==> src/rtl/riscv_pkg.sv <==
// Shared RV32I control encodings: opcodes, branch funct3 codes, write-back selects, sequencer states.
package riscv_pkg;

  localparam int XLEN = 32;

  localparam logic [6:0] OPC_LUI      = 7'b0110111;
  localparam logic [6:0] OPC_AUIPC    = 7'b0010111;
  localparam logic [6:0] OPC_JAL      = 7'b1101111;
  localparam logic [6:0] OPC_JALR     = 7'b1100111;
  localparam logic [6:0] OPC_BTYPE    = 7'b1100011;
  localparam logic [6:0] OPC_LOADS    = 7'b0000011;
  localparam logic [6:0] OPC_STORES   = 7'b0100011;
  localparam logic [6:0] OPC_ARITHM_I = 7'b0010011;
  localparam logic [6:0] OPC_ARITHM_R = 7'b0110011;

  localparam logic [2:0] F3_BEQ  = 3'b000;
  localparam logic [2:0] F3_BNE  = 3'b001;
  localparam logic [2:0] F3_BLT  = 3'b100;
  localparam logic [2:0] F3_BGE  = 3'b101;
  localparam logic [2:0] F3_BLTU = 3'b110;
  localparam logic [2:0] F3_BGEU = 3'b111;

  typedef enum logic [1:0] {
    WB_ALU  = 2'd0,
    WB_PC4  = 2'd1,
    WB_IMM  = 2'd2,
    WB_RSVD = 2'd3
  } wb_sel_e;

  typedef enum logic [2:0] {
    S_IDLE,
    S_FETCH,
    S_EXEC,
    S_WB,
    S_HALTED
  } state_e;

  localparam logic [XLEN-1:0] NOP = 32'h0000_0013;

endpackage

==> src/rtl/instr_sequencer_if.sv <==
// Instruction-memory fetch bus: request held with a stable address until the memory acknowledges.
interface instr_sequencer_if;
  import riscv_pkg::*;

  logic            IMEM_REQ;
  logic [XLEN-1:0] IMEM_ADDR;
  logic            IMEM_ACK;
  logic [XLEN-1:0] IMEM_RDATA;

  modport master (output IMEM_REQ, output IMEM_ADDR, input IMEM_ACK, input IMEM_RDATA);
  modport slave  (input IMEM_REQ, input IMEM_ADDR, output IMEM_ACK, output IMEM_RDATA);
endinterface

==> src/rtl/instr_sequencer_branch_eval.sv <==
// Branch condition from funct3 and ALU flags of a rs1-rs2 subtraction; purely combinational.
module branch_eval
  import riscv_pkg::*;
(
  input  logic [2:0] funct3_i,
  input  logic       z_i,
  input  logic       n_i,
  input  logic       c_i,
  input  logic       v_i,
  output logic       taken_o,
  output logic       illegal_o
);

  always_comb begin
    taken_o   = 1'b0;
    illegal_o = 1'b0;
    case (funct3_i)
      F3_BEQ:  taken_o = z_i;
      F3_BNE:  taken_o = ~z_i;
      F3_BLT:  taken_o = n_i ^ v_i;
      F3_BGE:  taken_o = ~(n_i ^ v_i);
      // C set means no borrow, i.e. rs1 >= rs2 unsigned
      F3_BLTU: taken_o = ~c_i;
      F3_BGEU: taken_o = c_i;
      default: illegal_o = 1'b1;
    endcase
  end

endmodule

==> src/rtl/instr_sequencer.sv <==
// RV32I multi-cycle sequencer: FETCH (waits for ACK) -> EXEC -> WB, three cycles minimum per instruction.
// Fetch stalls indefinitely on a missing ACK; illegal encodings or misaligned targets halt until reset.
module instr_sequencer
  import riscv_pkg::*;
#(
  parameter logic [XLEN-1:0] RESET_PC = 32'h0000_0000
) (
  input  logic                CLK,
  input  logic                RST_N,
  input  logic                RUN,
  instr_sequencer_if.master   imem,
  output logic [XLEN-1:0]     INSTR,
  input  logic [XLEN-1:0]     IMM,
  input  logic [XLEN-1:0]     D,
  input  logic                Z,
  input  logic                N,
  input  logic                C,
  input  logic                V,
  output logic                WE,
  output logic [1:0]          WB_SEL,
  output logic [XLEN-1:0]     PC,
  output logic                HALT,
  output logic [31:0]         RETIRED
);

  state_e          state_q;
  logic [XLEN-1:0] pc_q, npc_q, instr_q;
  logic            we_q, req_q, halt_q;
  wb_sel_e         wb_sel_q;
  logic [31:0]     ret_q;

  logic [6:0]      opc;
  logic [4:0]      rd;
  logic [2:0]      f3;
  logic            br_taken, br_illegal;
  logic [XLEN-1:0] pc4, npc_d;
  logic            illegal_d, wr_d;
  wb_sel_e         sel_d;

  assign opc = instr_q[6:0];
  assign rd  = instr_q[11:7];
  assign f3  = instr_q[14:12];
  assign pc4 = pc_q + XLEN'(4);

  branch_eval u_branch_eval (
    .funct3_i  (f3),
    .z_i       (Z),
    .n_i       (N),
    .c_i       (C),
    .v_i       (V),
    .taken_o   (br_taken),
    .illegal_o (br_illegal)
  );

  always_comb begin
    npc_d     = pc4;
    illegal_d = 1'b0;
    wr_d      = 1'b0;
    sel_d     = WB_ALU;
    case (opc)
      OPC_ARITHM_I, OPC_ARITHM_R, OPC_AUIPC: wr_d = 1'b1;
      OPC_LUI: begin
        wr_d  = 1'b1;
        sel_d = WB_IMM;
      end
      OPC_JAL: begin
        npc_d = pc_q + IMM;
        wr_d  = 1'b1;
        sel_d = WB_PC4;
      end
      OPC_JALR: begin
        npc_d = D & ~XLEN'(1);
        wr_d  = 1'b1;
        sel_d = WB_PC4;
      end
      OPC_BTYPE: begin
        if (br_illegal)    illegal_d = 1'b1;
        else if (br_taken) npc_d     = pc_q + IMM;
      end
      OPC_LOADS, OPC_STORES: illegal_d = 1'b1;
      default:               illegal_d = 1'b1;
    endcase
    if (npc_d[1:0] != 2'b00) illegal_d = 1'b1;
  end

  always_ff @(posedge CLK or negedge RST_N) begin
    if (!RST_N) begin
      state_q  <= S_IDLE;
      pc_q     <= RESET_PC;
      npc_q    <= RESET_PC;
      instr_q  <= NOP;
      we_q     <= 1'b0;
      wb_sel_q <= WB_ALU;
      req_q    <= 1'b0;
      halt_q   <= 1'b0;
      ret_q    <= '0;
    end else begin
      case (state_q)
        S_IDLE: if (RUN) begin
          state_q <= S_FETCH;
          req_q   <= 1'b1;
        end
        S_FETCH: if (imem.IMEM_ACK) begin
          instr_q <= imem.IMEM_RDATA;
          req_q   <= 1'b0;
          state_q <= S_EXEC;
        end
        // flags, D and IMM are captured here, at the end of the settle cycle
        S_EXEC: if (illegal_d) begin
          state_q <= S_HALTED;
          halt_q  <= 1'b1;
        end else begin
          state_q  <= S_WB;
          npc_q    <= npc_d;
          we_q     <= wr_d && (rd != 5'd0);
          wb_sel_q <= sel_d;
        end
        S_WB: begin
          pc_q  <= npc_q;
          ret_q <= ret_q + 32'd1;
          we_q  <= 1'b0;
          req_q <= RUN;
          state_q <= RUN ? S_FETCH : S_IDLE;
        end
        S_HALTED: begin
        end
        default: begin
          state_q <= S_HALTED;
          halt_q  <= 1'b1;
        end
      endcase
    end
  end

  assign imem.IMEM_REQ  = req_q;
  assign imem.IMEM_ADDR = pc_q;
  assign INSTR   = instr_q;
  assign WE      = we_q;
  assign WB_SEL  = wb_sel_q;
  assign PC      = pc_q;
  assign HALT    = halt_q;
  assign RETIRED = ret_q;

endmodule

==> src/flat_wrapper.sv <==
// flat-port wrapper written by rule: the top's interface ports become plain ports
module instr_sequencer_flat import riscv_pkg::*;
#(
  parameter logic [XLEN-1:0] RESET_PC = 32'h0000_0000
)
  (CLK, RST_N, RUN, INSTR, IMM, D, Z, N, C, V, WE, WB_SEL, PC, HALT, RETIRED, imem_IMEM_REQ, imem_IMEM_ADDR, imem_IMEM_ACK, imem_IMEM_RDATA);
  instr_sequencer_if imem_i ();
  input  logic CLK;
  input  logic RST_N;
  input  logic RUN;
  output logic [XLEN-1:0] INSTR;
  input  logic [XLEN-1:0] IMM;
  input  logic [XLEN-1:0] D;
  input  logic Z;
  input  logic N;
  input  logic C;
  input  logic V;
  output logic WE;
  output logic [1:0] WB_SEL;
  output logic [XLEN-1:0] PC;
  output logic HALT;
  output logic [31:0] RETIRED;
  output wire logic [$bits(imem_i.IMEM_REQ)-1:0] imem_IMEM_REQ;
  output wire logic [$bits(imem_i.IMEM_ADDR)-1:0] imem_IMEM_ADDR;
  input wire logic [$bits(imem_i.IMEM_ACK)-1:0] imem_IMEM_ACK;
  input wire logic [$bits(imem_i.IMEM_RDATA)-1:0] imem_IMEM_RDATA;
  assign imem_IMEM_REQ = imem_i.IMEM_REQ;
  assign imem_IMEM_ADDR = imem_i.IMEM_ADDR;
  assign imem_i.IMEM_ACK = imem_IMEM_ACK;
  assign imem_i.IMEM_RDATA = imem_IMEM_RDATA;
  instr_sequencer #(.RESET_PC(RESET_PC)) u_core (.CLK(CLK), .RST_N(RST_N), .RUN(RUN), .imem(imem_i), .INSTR(INSTR), .IMM(IMM), .D(D), .Z(Z), .N(N), .C(C), .V(V), .WE(WE), .WB_SEL(WB_SEL), .PC(PC), .HALT(HALT), .RETIRED(RETIRED));
endmodule
==> config.mk <==
export PLATFORM = sky130hd
export DESIGN_NAME = instr_sequencer_flat
export DESIGN_NICKNAME = d
export VERILOG_FILES = /design/src/rtl/riscv_pkg.sv /design/src/rtl/instr_sequencer_if.sv /design/src/rtl/instr_sequencer_branch_eval.sv /design/src/rtl/instr_sequencer.sv /design/src/flat_wrapper.sv
export SDC_FILE = /design/constraint.sdc
export NUM_CORES = 1
export LEC_CHECK = 0
export ABC_CLOCK_PERIOD_IN_PS = 3450
export BUFFER_PORTS_ARGS = -buffer_cell sky130_fd_sc_hd__buf_2
export CAP_MARGIN = 20
export CORE_ASPECT_RATIO = 1.4
export CORE_UTILIZATION = 53
export CTS_CLUSTER_SIZE = 10
export DETAILED_ROUTE_END_ITERATION = 10
export PLACE_DENSITY = 0.83
export SLEW_MARGIN = 10
export SYNTH_ARGS = -nofsm -noshare
export SYNTH_HDL_FRONTEND = slang
export SYNTH_SLANG_ARGS = --single-unit
==> constraint.sdc <==
create_clock -name CLK -period 3.45 [get_ports CLK]
set_input_delay 0 -clock CLK [delete_from_list [all_inputs] [get_ports CLK]]
set_output_delay 0 -clock CLK [all_outputs]
set_load 0.03 [all_outputs]
==> reports/metrics.cfg <==
[sta]
finalCriticalPeriod_ns=2.979
fin_crit_sh_pct=86.34
setup_tns_ns=0
hold_viol=0
finClkSkew_ns=0.01188
rsz0062_at_grt=false
max_freq_ghz=0.3357
finalSetupViolCount=0
slew_violations=0
worstMarginPinSlew_ns=0.7941
whs_ns=0.03068
relSlewSlack_pct=47.06

[routing]
dr_total_vias=8007
wirelength_mm=24.63
post_drt_wl_per_cell_um=17.58
drt_iter0_drc=482
ant_nets=0
vias_per_cell=5.715
drc_errors=2
dr.pass1.iters=9

[critical_path]
r2r_start=u_core.PC[0]
worst-r2r-setup-slack_ns=0.47
timing.rr.end=u_core.npc_q[20]
cp_num_buf_inv=1
slowest_delay_ns=0.42
cp.required_ns=3.76
crit_path_cell_trace=ha_1, inv_1, fa_1, nor2b_1, o2111ai_1, a21oi_1, o21ai_1, a31oi_1, xor2_1, a222oi_1, a21oi_1
end_kind=flip-flop
reg2reg_depth=11
crit_top_cell=a21oi_1
cp.arrival_ns=3.29
cpLargestDelayFamily=compound AO/OA/AOI/OAI gates
crit_slowest_cell=fa_1
crit_path_start_kind=flip-flop
cp-startpoint=u_core.PC[0]
cp_max_fo=5
worstSetupPathType=reg -> reg

[clock_network]
insertion_delay_ns=0.43
cts_buffers=17
cts_tree=yes
clockRootBuffer=clkbuf_16
postCtsSetupBuffers=0
clkSinkCount=136
htree_levels=4
path_clk_slew_ns=0.06
cts_max_path_buffers=2

[min_path]
hold_end=u_core.npc_q[31]
min_from=IMM[31]
worstHoldPathCells=4
hold_path.class=in -> reg

[global_route]
antenna_found_initial=2
grt_pass1_wl_mm=38.90
grt_max_degree=82
grtUsageTotal_pct=30.95
grt_pass1_vias=7999
gr-total-overflow=0

[synthesis]
synth_area_um2=8414
synthTopCellsByCount=156 x nand2_1, 133 x dfrtp_1, 68 x nor2_1
synth.area.top_cells=dfrtp_1 40%, nand2_1 7.0%, xnor2_1 5.6%
netlist.top_cell.by_area=dfrtp_1
synth_nets=1071
synth_seq_cells=136
synth.top_cell.area_share_pct=39.55
syn_avg_cell_area_um2=9.019
yosysWarnings=0
postSynthCellCount=933
synth-edff-count=0
synth.distinct_cells=69
synth-async-reset-ratio_pct=100.0
synth_most_common_cell=nand2_1
ys_dominant_reg_cell=dfrtp_1
synth-seq-area-share_pct=40.49

[power]
power.switching_uw=910.3
comb_power_share_pct=6.6
power.density_nw_per_um2=351.3
p_int_uw=2880
power_frac_clock_pct=51.3
p_total_uw=3790
peakVddDrop_mv=0.3550
pwr-share-seq_pct=42.1
p_leak_uw=0.005684
p_sw_share_pct=24.02

[run_status]
outcome=complete, but fails checks
violations=design-rule violations

[place]
portBuffers=235
dpl.cell_count=1304
place_congestion=0.9510
hpwlAfterDp_mm=17.06
postPlaceCellArea_um2=9539

[floorplan]
core-area_um2=15540
die_area_um2=16390
io_pins=237
rows=54
fp.dieW_um=108.5
start_util_pct=54.15
fp.dieH_um=151.1

[cells_and_area]
finish.instance_area_um2=10790
drive_gt1_share_pct=27.18
final_cells=1401
nets=1328
syn_to_final_growth_pct=28.21
fillCellCount=1207

[run]
drv_cap=0

## state kept, by name (all words and copies together) (netlist names)
register              flops
u_core.PC                32
u_core.WB_SEL             2
u_core.imem.IMEM_REQ      1
u_core.HALT               1
u_core.RETIRED           32
u_core.state_q            3
u_core.INSTR             32
u_core.npc_q             32
u_core.WE                 1
## final cells by class
type / instances / area (µm²) / area share, %
multi-input combinational: 699 / 4493 / 41.65
sequential: 136 / 3407 / 31.58
timing repair buffer: 313 / 1938 / 17.97
clock buffer: 18 / 429.2 / 3.978
tap: 196 / 245.2 / 2.273
clock inverter: 14 / 183.9 / 1.705
inverter: 23 / 86.33 / 0.8003
antenna: 2 / 5.005 / 0.04639
## worst reg2reg max path, stage by stage (launching register included)
cell,delay (ns)
dfrtp_1,0.40
ha_1,0.22
inv_1,0.07
fa_1,0.42
nor2b_1,0.16
o2111ai_1,0.24
a21oi_1,0.27
o21ai_1,0.13
a31oi_1,0.42
xor2_1,0.14
a222oi_1,0.29
a21oi_1,0.10
## layer usage
metal	part of all wire, %	vias to the layer above	GRT usage [%]	wire length, µm
met3	5.4	81	5.034	1331
li1	-	3792	-	-
met2	52	322	54.30	12800
met5	0	-	0	0
met1	38	3812	35.25	9380
met4	4.5	0	17.84	1118
## worst max-delay path by stage
stage / cells after the start / to / slack, ns
after CTS: 11 / u_core.npc_q[20] / 0.48
after detailed placement: 11 / u_core.npc_q[20] / 0.51
final: 11 / u_core.npc_q[20] / 0.47
after floorplan: 11 / u_core.npc_q[22] / 0.65
after global placement: 11 / u_core.npc_q[20] / 0.59
after global routing: 9 / u_core.npc_q[27] / 0.24
## metrics by stage
stage,setup slack [ns],utilization (%)
detailed placement,0.5080,61.38
floorplan,0.6542,-
CTS,0.4826,69.39
finish,0.4712,69.42
global route,0.2388,69.42
global placement,0.5852,61.34
## power by group through the flow
stage	logic, µW	registers (µW)	clock network (µW)
3_5_place_dp	189	1620	0
4_1_cts	246	1590	1960
5_1_grt	273	1590	2020
6_report	250	1590	1950
3_3_place_gp	187	1620	0
2_1_floorplan	72.8	1620	0
## repair_timing
action                                 CTS  global route
endpoints found under the hold margin  139             0
hold buffers                            63             0
resized for setup                        0             0
## placed cells by master, fill, tap and decap left out, drive strengths merged, types with 5 or more instances in the layout
cell type / n
a211oi: 7
a21o: 12
a21oi: 60
a221oi: 9
a222oi: 14
a31oi: 9
and2: 6
and3: 18
buf: 250
clkbuf: 18
dfrtp: 133
dlygate4sd3: 63
ha: 33
inv: 32
mux2: 32
nand2: 156
nand2b: 5
nand3: 33
nand4: 18
nor2: 69
nor3: 8
nor4: 5
o21a: 5
o21ai: 46
o21bai: 8
o22ai: 7
or3: 5
xnor2: 54
xor2: 28
## cells by family after synthesis
kind of cell | count (synthesis) | share of synthesized area [%]
multiplexers | 34 | 4.521
AND/OR/NAND/NOR | 343 | 18.65
adder cells (fa/ha/maj) | 34 | 5.145
AO/OA/AOI/OAI | 205 | 16.21
flip-flops | 136 | 40.49
buffers and inverters | 98 | 6.171
XOR/XNOR | 83 | 8.818
(Power assumes the default switching activity.)
